[src/rtl/xilinx_pcie_pkg.sv]
// Shared TLP format/type codes, RX decoder state encoding and header field helpers.
// PCIE_RX_MEM64_EN adds the MWR64_DW state used by 4DW-header memory writes.
package xilinx_pcie_pkg;

  localparam logic [6:0] MRD32 = 7'h00;
  localparam logic [6:0] MRD64 = 7'h20;
  localparam logic [6:0] MWR32 = 7'h40;
  localparam logic [6:0] MWR64 = 7'h60;
  localparam logic [6:0] CPL   = 7'h0A;
  localparam logic [6:0] CPLD  = 7'h4A;

  typedef enum logic [2:0] {
    ST_IDLE     = 3'd0,
    ST_WAIT_CPL = 3'd1,
    ST_WAIT_WR  = 3'd2,
    ST_DISCARD  = 3'd3
`ifdef PCIE_RX_MEM64_EN
    , ST_MWR64_DW = 3'd4
`endif
  } rx_state_e;

  typedef struct packed {
    logic [2:0]  tc;
    logic        td;
    logic        ep;
    logic [1:0]  attr;
    logic [9:0]  len;
    logic [15:0] rid;
    logic [7:0]  tag;
    logic [7:0]  be;
  } rx_req_t;

  function automatic logic [6:0] hdr_fmt(input logic [31:0] dw0);
    return dw0[30:24];
  endfunction

  function automatic rx_req_t hdr_req(input logic [63:0] dw10);
    rx_req_t r;
    r.tc   = dw10[22:20];
    r.td   = dw10[15];
    r.ep   = dw10[14];
    r.attr = dw10[13:12];
    r.len  = dw10[9:0];
    r.rid  = dw10[63:48];
    r.tag  = dw10[47:40];
    r.be   = dw10[39:32];
    return r;
  endfunction

endpackage

[src/rtl/xilinx_pcie_rx_decode_if.sv]
// AXI4-Stream RX beat bundle from the PCIe core towards the TLP decoder.
interface xilinx_pcie_rx_decode_if #(
  parameter int P_DATA_WIDTH = 128,
  parameter int P_KEEP_WIDTH = P_DATA_WIDTH / 8
);
  logic [P_DATA_WIDTH-1:0] m_axis_rx_tdata;
  logic [P_KEEP_WIDTH-1:0] m_axis_rx_tkeep;
  logic                    m_axis_rx_tlast;
  logic                    m_axis_rx_tvalid;
  logic                    m_axis_rx_tready;

  modport master (
    output m_axis_rx_tdata, m_axis_rx_tkeep, m_axis_rx_tlast, m_axis_rx_tvalid,
    input  m_axis_rx_tready
  );

  modport slave (
    input  m_axis_rx_tdata, m_axis_rx_tkeep, m_axis_rx_tlast, m_axis_rx_tvalid,
    output m_axis_rx_tready
  );
endinterface

[src/rtl/xilinx_pcie_rx_decode.sv]
// PIO-style RX TLP decoder: MRd -> completion request, single-DW MWr -> write strobe.
// Define PCIE_RX_MEM64_EN to also decode 4DW-header MRd64/MWr64.
module xilinx_pcie_rx_decode
  import xilinx_pcie_pkg::*;
#(
  parameter int P_DATA_WIDTH = 128,
  parameter int P_KEEP_WIDTH = P_DATA_WIDTH / 8
) (
  input  logic                          i_clk,
  input  logic                          i_rst_n,
  xilinx_pcie_rx_decode_if.slave        rx,
  output logic                          req_compl,
  output logic                          req_compl_wd,
  input  logic                          compl_done,
  output logic [2:0]                    req_tc,
  output logic                          req_td,
  output logic                          req_ep,
  output logic [1:0]                    req_attr,
  output logic [9:0]                    req_len,
  output logic [15:0]                   req_rid,
  output logic [7:0]                    req_tag,
  output logic [7:0]                    req_be,
  output logic [31:0]                   req_addr,
  output logic                          wr_en,
  output logic [31:0]                   wr_addr,
  output logic [3:0]                    wr_be,
  output logic [31:0]                   wr_data,
  input  logic                          wr_busy
);

  rx_state_e   state_q, state_d;
  logic        tready_q, tready_d;
  logic        req_compl_q, req_compl_d;
  logic        req_wd_q, req_wd_d;
  rx_req_t     req_q, req_d;
  logic [31:0] req_addr_q, req_addr_d;
  logic        wr_en_q, wr_en_d;
  logic [31:0] wr_addr_q, wr_addr_d;
  logic [3:0]  wr_be_q, wr_be_d;
  logic [31:0] wr_data_q, wr_data_d;

  logic [P_DATA_WIDTH-1:0] beat_data;
  logic [P_KEEP_WIDTH-1:0] unused_tkeep;
  logic                    unused_bits;
  logic                    beat;
  logic [6:0]              fmt;
  rx_req_t                 hdr;
  logic [31:0]             dw2, dw3;

  assign beat_data    = rx.m_axis_rx_tdata;
  assign unused_tkeep = rx.m_axis_rx_tkeep;
  assign unused_bits  = ^{unused_tkeep, beat_data[31], beat_data[23], beat_data[19:16],
                          beat_data[11:10], beat_data[65:64]};

  assign beat = rx.m_axis_rx_tvalid && tready_q;
  assign fmt  = hdr_fmt(beat_data[31:0]);
  assign hdr  = hdr_req(beat_data[63:0]);
  assign dw2  = beat_data[95:64];
  assign dw3  = beat_data[127:96];

  always_comb begin
    state_d     = state_q;
    req_compl_d = 1'b0;
    req_wd_d    = req_wd_q;
    req_d       = req_q;
    req_addr_d  = req_addr_q;
    wr_addr_d   = wr_addr_q;
    wr_be_d     = wr_be_q;
    wr_data_d   = wr_data_q;

    unique case (state_q)
      ST_IDLE: begin
        if (beat) begin
          if (fmt == MRD32) begin
            req_d       = hdr;
            req_addr_d  = {dw2[31:2], 2'b00};
            req_wd_d    = 1'b1;
            req_compl_d = 1'b1;
            state_d     = ST_WAIT_CPL;
          end else if (fmt == MWR32 && hdr.len == 10'd1) begin
            wr_addr_d = {dw2[31:2], 2'b00};
            wr_be_d   = hdr.be[3:0];
            wr_data_d = dw3;
            state_d   = ST_WAIT_WR;
          end
`ifdef PCIE_RX_MEM64_EN
          // 4DW headers: only a 32-bit address (upper DW zero) is serviceable
          else if (fmt == MRD64 && dw2 == '0) begin
            req_d       = hdr;
            req_addr_d  = {dw3[31:2], 2'b00};
            req_wd_d    = 1'b1;
            req_compl_d = 1'b1;
            state_d     = ST_WAIT_CPL;
          end else if (fmt == MWR64 && hdr.len == 10'd1) begin
            wr_addr_d = {dw3[31:2], 2'b00};
            wr_be_d   = hdr.be[3:0];
            state_d   = ST_MWR64_DW;
          end
`endif
          else if (!rx.m_axis_rx_tlast) begin
            state_d = ST_DISCARD;
          end
        end
      end
`ifdef PCIE_RX_MEM64_EN
      ST_MWR64_DW: begin
        if (beat) begin
          wr_data_d = beat_data[31:0];
          state_d   = ST_WAIT_WR;
        end
      end
`endif
      ST_WAIT_CPL: begin
        if (compl_done) state_d = ST_IDLE;
      end
      ST_WAIT_WR: begin
        if (!wr_busy) state_d = ST_IDLE;
      end
      ST_DISCARD: begin
        if (beat && rx.m_axis_rx_tlast) state_d = ST_IDLE;
      end
      default: state_d = ST_IDLE;
    endcase

    // Moore outputs are registered from the next state so they track state_q exactly
    tready_d = (state_d == ST_IDLE) || (state_d == ST_DISCARD)
`ifdef PCIE_RX_MEM64_EN
               || (state_d == ST_MWR64_DW)
`endif
               ;
    wr_en_d  = (state_d == ST_WAIT_WR);
  end

  always_ff @(posedge i_clk or negedge i_rst_n) begin
    if (!i_rst_n) begin
      state_q     <= ST_IDLE;
      tready_q    <= 1'b0;
      req_compl_q <= 1'b0;
      req_wd_q    <= 1'b0;
      req_q       <= '0;
      req_addr_q  <= '0;
      wr_en_q     <= 1'b0;
      wr_addr_q   <= '0;
      wr_be_q     <= '0;
      wr_data_q   <= '0;
    end else begin
      state_q     <= state_d;
      tready_q    <= tready_d;
      req_compl_q <= req_compl_d;
      req_wd_q    <= req_wd_d;
      req_q       <= req_d;
      req_addr_q  <= req_addr_d;
      wr_en_q     <= wr_en_d;
      wr_addr_q   <= wr_addr_d;
      wr_be_q     <= wr_be_d;
      wr_data_q   <= wr_data_d;
    end
  end

  assign rx.m_axis_rx_tready = tready_q;
  assign req_compl    = req_compl_q;
  assign req_compl_wd = req_wd_q;
  assign req_tc       = req_q.tc;
  assign req_td       = req_q.td;
  assign req_ep       = req_q.ep;
  assign req_attr     = req_q.attr;
  assign req_len      = req_q.len;
  assign req_rid      = req_q.rid;
  assign req_tag      = req_q.tag;
  assign req_be       = req_q.be;
  assign req_addr     = req_addr_q;
  assign wr_en        = wr_en_q;
  assign wr_addr      = wr_addr_q;
  assign wr_be        = wr_be_q;
  assign wr_data      = wr_data_q;

endmodule

[src/flat_wrapper.sv]
// flat-port wrapper written by rule: the top's interface ports become plain ports
module xilinx_pcie_rx_decode_flat import xilinx_pcie_pkg::*;
#(
  parameter int P_DATA_WIDTH = 128,
  parameter int P_KEEP_WIDTH = P_DATA_WIDTH / 8
)
  (i_clk, i_rst_n, req_compl, req_compl_wd, compl_done, req_tc, req_td, req_ep, req_attr, req_len, req_rid, req_tag, req_be, req_addr, wr_en, wr_addr, wr_be, wr_data, wr_busy, rx_m_axis_rx_tdata, rx_m_axis_rx_tkeep, rx_m_axis_rx_tlast, rx_m_axis_rx_tvalid, rx_m_axis_rx_tready);
  xilinx_pcie_rx_decode_if #(.P_DATA_WIDTH(P_DATA_WIDTH), .P_KEEP_WIDTH(P_KEEP_WIDTH)) rx_i ();
  input  logic i_clk;
  input  logic i_rst_n;
  output logic req_compl;
  output logic req_compl_wd;
  input  logic compl_done;
  output logic [2:0] req_tc;
  output logic req_td;
  output logic req_ep;
  output logic [1:0] req_attr;
  output logic [9:0] req_len;
  output logic [15:0] req_rid;
  output logic [7:0] req_tag;
  output logic [7:0] req_be;
  output logic [31:0] req_addr;
  output logic wr_en;
  output logic [31:0] wr_addr;
  output logic [3:0] wr_be;
  output logic [31:0] wr_data;
  input  logic wr_busy;
  input wire logic [$bits(rx_i.m_axis_rx_tdata)-1:0] rx_m_axis_rx_tdata;
  input wire logic [$bits(rx_i.m_axis_rx_tkeep)-1:0] rx_m_axis_rx_tkeep;
  input wire logic [$bits(rx_i.m_axis_rx_tlast)-1:0] rx_m_axis_rx_tlast;
  input wire logic [$bits(rx_i.m_axis_rx_tvalid)-1:0] rx_m_axis_rx_tvalid;
  output wire logic [$bits(rx_i.m_axis_rx_tready)-1:0] rx_m_axis_rx_tready;
  assign rx_i.m_axis_rx_tdata = rx_m_axis_rx_tdata;
  assign rx_i.m_axis_rx_tkeep = rx_m_axis_rx_tkeep;
  assign rx_i.m_axis_rx_tlast = rx_m_axis_rx_tlast;
  assign rx_i.m_axis_rx_tvalid = rx_m_axis_rx_tvalid;
  assign rx_m_axis_rx_tready = rx_i.m_axis_rx_tready;
  xilinx_pcie_rx_decode #(.P_DATA_WIDTH(P_DATA_WIDTH), .P_KEEP_WIDTH(P_KEEP_WIDTH)) u_core (.i_clk(i_clk), .i_rst_n(i_rst_n), .rx(rx_i), .req_compl(req_compl), .req_compl_wd(req_compl_wd), .compl_done(compl_done), .req_tc(req_tc), .req_td(req_td), .req_ep(req_ep), .req_attr(req_attr), .req_len(req_len), .req_rid(req_rid), .req_tag(req_tag), .req_be(req_be), .req_addr(req_addr), .wr_en(wr_en), .wr_addr(wr_addr), .wr_be(wr_be), .wr_data(wr_data), .wr_busy(wr_busy));
endmodule
[config.mk]
export PLATFORM = sky130hd
export DESIGN_NAME = xilinx_pcie_rx_decode_flat
export DESIGN_NICKNAME = d
export VERILOG_FILES = /design/src/rtl/xilinx_pcie_pkg.sv /design/src/rtl/xilinx_pcie_rx_decode_if.sv /design/src/rtl/xilinx_pcie_rx_decode.sv /design/src/flat_wrapper.sv
export SDC_FILE = /design/constraint.sdc
export NUM_CORES = 1
export LEC_CHECK = 0
export CAP_MARGIN = 30
export CORE_UTILIZATION = 40
export DETAILED_ROUTE_END_ITERATION = 6
export GPL_TIMING_DRIVEN = 0
export PLACE_DENSITY = 0.91
export SLEW_MARGIN = 10
export SYNTH_ARGS = -nofsm -noshare
export SYNTH_HDL_FRONTEND = slang
export SYNTH_SLANG_ARGS = --single-unit
[constraint.sdc]
create_clock -name i_clk -period 2.8 [get_ports i_clk]
set_input_delay 0.56 -clock i_clk [delete_from_list [all_inputs] [get_ports i_clk]]
set_output_delay 0.56 -clock i_clk [all_outputs]
set_load 0.02 [all_outputs]
# Word-level counts from Yosys, hierarchy flattened

Cells that the tools add are included.

Eq/ne operators: 7
Bitwise operators: 1
Mux-type cells: 11
Reductions and logical operators: 9

Operators with widths:

| cell                                                                    | number |
|---|---|
| 3-bit 2-to-1 mux                                                        | 7 |
| 3-bit by 2-bit equality test with 1-bit output (second input constant)  | 4 |
| 3-bit one-hot mux with 4 select lines                                   | 1 |
| 10-bit by 1-bit equality test with 1-bit output (second input constant) | 1 |
| 7-bit equality test (second input constant)                             | 1 |
| 7-bit logical NOT                                                       | 1 |
| 3-bit logical NOT                                                       | 2 |
| 4-bit AND reduction                                                     | 1 |
| 3-bit by 1-bit equality test with 1-bit output (second input constant)  | 1 |
| 1-bit logical AND                                                       | 3 |
| 1-bit 2-to-1 mux                                                        | 3 |
| 3-bit AND reduction                                                     | 1 |
| 1-bit logical OR                                                        | 1 |
| 1-bit NOT                                                               | 1 |

Word-level logic and storage cells: 45
Input port bits: 150
Bits in registers: 152

# Longest topological paths before layout

Word-level depth: 8
Depth in mapped cells: 7
Mapped depth without buffers: 4

# Worst setup path after synthesis

OpenSTA, ideal clock, no wires.

Path kind: input -> register
Start: in rx_m_axis_rx_tdata[25]
End: reg u_core.wr_addr_q[10], in the netlist u_core.wr_addr[10]
Data required time: 2.675 ns
Library setup time: 0.125 ns
Arrival: 2.115 ns
Setup slack: 0.560 ns
Path buffers: 2
Stages: 6
Cell sequence: nor4_1 > nand2_1 > or3_1 > buf_6 > buf_12 > mux2_4

Word-level cells in the longest chain between the ends: 3

Ends and longest elaborated chain:

| item                                                            | RTL line                                                 | RTL |
|---|---|---|
| from (decl)                                                     | flat_wrapper.sv:28                                       | `input wire logic [$bits(rx_i.m_axis_rx_tdata)-1:0] rx_m_axis_rx_tdata;` |
| 7-bit equality test / 7-bit logical NOT (equally long branches) | xilinx_pcie_rx_decode.sv:80, xilinx_pcie_rx_decode.sv:74 |  |
| 1-bit logical AND / 1-bit NOT (equally long branches)           | -                                                        |  |
| 4-bit AND reduction (no source line) *                          | -                                                        |  |
| to (signal assigned)                                            | xilinx_pcie_rx_decode.sv:154                             | `wr_addr_q <= wr_addr_d;` |
| to (decl)                                                       | xilinx_pcie_rx_decode.sv:38                              | `logic [31:0] wr_addr_q, wr_addr_d;` |

Every way passes the cells marked *; elsewhere a longest branch is shown, timed or not.
A chain may end at the register's enable or synchronous reset.

# Final worst setup path

Start: in rx_m_axis_rx_tvalid
End: reg u_core.req_q, in the netlist u_core.req_tag[6]

Word-level cells in the longest chain between the ends: 2

Ends and longest elaborated chain:

| item                                 | RTL line                     | RTL |
|---|---|---|
| from (decl)                          | flat_wrapper.sv:31           | `input wire logic [$bits(rx_i.m_axis_rx_tvalid)-1:0] rx_m_axis_rx_tvalid;` |
| 1-bit logical AND                    | xilinx_pcie_rx_decode.sv:55  | `assign beat = rx.m_axis_rx_tvalid && tready_q;` |
| 3-bit AND reduction (no source line) | -                            |  |
| to (signal assigned)                 | xilinx_pcie_rx_decode.sv:151 | `req_q <= req_d;` |
| to (decl)                            | xilinx_pcie_rx_decode.sv:35  | `rx_req_t req_q, req_d;` |

No other way between the ends.

==> key figures <==
Routing
  – Drt first pass iters: 4
  – # DRC: 0
  – Drt total wl: between 10 and 15 mm
  – Average wire per standard cell: ~18 µm
  – Final ANT Viol Nets: 0
  – Detailed Route Iter0 Violations: ~110
  – DR vias/cell: 4.88
  – Via count: 4,115

Clock tree
  – CTS tree: yes
  – Post-CTS Resized: 0
  – Total CTS buffers: 17
  – Root Buffer: clkbuf_16
  – Clk Latency, worst-skew pair: just over 400 ps
  – Clock buffer depth: 2
  – CTS sink cnt: around 150
  – Cts hold-fix bufs: 0
  – Setup Buffers After CTS: 0
  – H-tree Lvls: 4
  – CTS clk-pin slew, worst paths: roughly 60 ps

Run
  – Maxcap violations: 0

Global routing
  – Grt ovf: 0
  – First-pass GRT wire length: 22.8 mm
  – Largest net degree at the start of global routing: between 80 and 90
  – Initial antenna violation count: 0
  – Vias in the first global route: between 4,000 and 5,000
  – Total GRT Usage: a little under 20%

Floorplanning
  – Num rows: between 40 and 50
  – Die width: about 120 µm
  – Initial cell density of the core: between 40 and 50%
  – DIE HEIGHT: around 120 µm
  – Boundary Pins: 303
  – CORE AREA: approximately 15,000 µm²
  – Die area: 15,400 µm²

Critical path
  – CP required: between 3000 and 4000 ps
  – Element type at the critical path end: flop
  – Critical Path AT: between 2000 and 3000 ps
  – Startpoint types: input port
  – CP Max Fanout: 10
  – Critical path class: in -> reg

STA
  – Max Fclk: 392 MHz
  – Clock skew: approximately 6.8 ps
  – RSZ-0062 raised after global routing: no
  – Slew HR: between 50% and 60%
  – Setup Viol. Count Final: 0
  – Final worst-path cycle share: around nine tenths
  – Slew Limit Fails: 0
  – Minimum clock period: 2550 ps
  – Final Hold Vio Count: 0
  – Tightest Pin Transition: between 600 and 700 ps

Synth
  – Flops & latches, synth: about 150
  – EDFF count, synth: 0
  – Register area share after synthesis: a little under two thirds
  – Synth cell types: 31
  – Post-Syn Area: ~6000 µm²
  – Cells after Synth: 351
  – Synth Warn #: 0
  – Synth Area per Inst: about 17 µm²
  – Async SR Flop Fraction: 100%
  – Predominant post-synthesis flop cell: dfrtp_1

Cells and area
  – N_diodes: 0
  – Fillers: between 1,000 and 1,500
  – Fin cells: about 840
  – P&R area growth vs syn: 61.6%
  – Final #Nets: around 800
  – Fin util: roughly two thirds
  – Design area: a little under 10,000 µm²
  – Layout cells sized above 1: between 30% and 40%

Outcome
  – Status: finished clean

Power
  – Total power draw: around 5.3 mW
  – Pwr/cell area: around 550 nW/µm²
  – Static leakage: roughly 4.6 nW
  – Worst IR Drop VDD: roughly 370 µV

Placement
  – Placed cell count: 812
  – GPL Wtd Cong: roughly 0.73
  – Final HPWL DP: 11.3 mm
  – IO Port Bufs: approximately 270
  – DP Area: a little under 9000 µm²

Hold path
  – Min-Delay Path Class: in -> async
flip-flops by register name, summed over array words and instances (netlist names), 2 cells and up:
name             flops
u_core.req_rid      16
u_core.wr_data      32
u_core.req_attr      2
u_core.req_be        8
u_core.req_tag       8
u_core.wr_be         4
u_core.req_addr     30
u_core.req_tc        3
u_core.wr_addr      30
u_core.req_len      10
u_core.state_q       3
layout make-up:
class | count | area [µm²] | area share [%]
clock buffers | 23 | 468 | 4.87
flip-flops and latches | 152 | 3800 | 39.6
multi-input cells | 181 | 1980 | 20.6
clock inverters | 8 | 193 | 2.00
repair buffers | 273 | 2750 | 28.6
inverters | 1 | 3.75 | 0.0390
plain buffers | 21 | 184 | 1.91
well taps | 184 | 230 | 2.39
through the flow:
| stage | setup WS (ps) | hold slack (ps) | setup TNS (ps) |
|---|---|---|---|
| detailed placement | -258 | 464 | -24230 |
| CTS | 172 | 157 | 0 |
| finish | 249 | 146 | 0 |
| global route | 76.9 | 180 | 0 |
| floorplan | 560 | 264 | 0 |
| global placement | -4480 | 456 | -707660 |
cells in the mapped netlist (2+ instances only):
cell type,count,area (µm²)
o31ai_1,2,15.0
buf_4,11,82.6
o211ai_1,3,22.5
buf_12,3,60.1
buf_2,6,30.0
nor3_1,3,15.0
nor4_1,3,18.8
nor2_1,2,7.51
dfrtp_1,152,3800
nand2_1,2,7.51
mux2_2,115,1290
mux2_4,30,450
placed cells by master (no fill, tap or decap), types with 2 or more instances in the layout:
cell type and n:
buf_2 6, buf_4 11, nand2_1 2, nor2_1 2, mux2_4 30, buf_12 3, clkbuf_8 2, dfrtp_1 152
nor3_1 3, o211ai_1 3, clkbuf_16 17, buf_6 2, conb_1 5, o31ai_1 2, clkdlybuf4s50_1 271, nor4_1 2
clkbuf_1 4, mux2_2 115, bufinv_16 6
where the power goes:
group	leakage, nW	internal [mW]	switching (mW)
clock	0.317	1.71	0.864
combinational	2.13	0.284	0.193
sequential	2.11	2.25	0.0303
total	4.55	4.25	1.09
metal layers:
layer	vias to the layer above	global-route usage, %	share of wire (%)
li1	1835	-	-
met1	2070	21.8	38
met2	179	34.4	53
met3	31	6.50	7.3
met4	0	8.93	2.5
met5	-	0	0
critical path: stages:
cell and delay [ps]:
clkdlybuf4s50_1 480, nand2_1 80, or4_1 380, buf_2 180, nor3_1 220, buf_2 310, buf_4 260, mux2_2 350
cell families (layout without fill, tap and decap cells):
group | Yosys count | after routing | synth area share (%)
AOI/OAI and AO/OA | 9 | 9 | 1.07
buffers and inverters | 22 | 326 | 3.15
DFF | 152 | 152 | 63.9
muxes | 145 | 145 | 29.3
other | 1 | 5 | 0.0630
and+or+nand+nor | 22 | 22 | 2.48
worst paths after layout:
path                                     start             endpoint  slack [ps]  depth (start not counted)
setup reg to reg             u_core.state_q[0]    u_core.req_tag[6]         410                          6
setup / recovery           rx_m_axis_rx_tvalid    u_core.req_tag[6]         250                          8
hold / removal                         i_rst_n   u_core.wr_data[11]         150                          1
hold reg to reg            u_core.req_compl_wd  u_core.req_compl_wd         480                          1
min in group i_clk         u_core.req_compl_wd  u_core.req_compl_wd         480                          1
max in group asynchronous              i_rst_n   u_core.req_rid[15]        1800                          2
(Power assumes the default switching activity.)
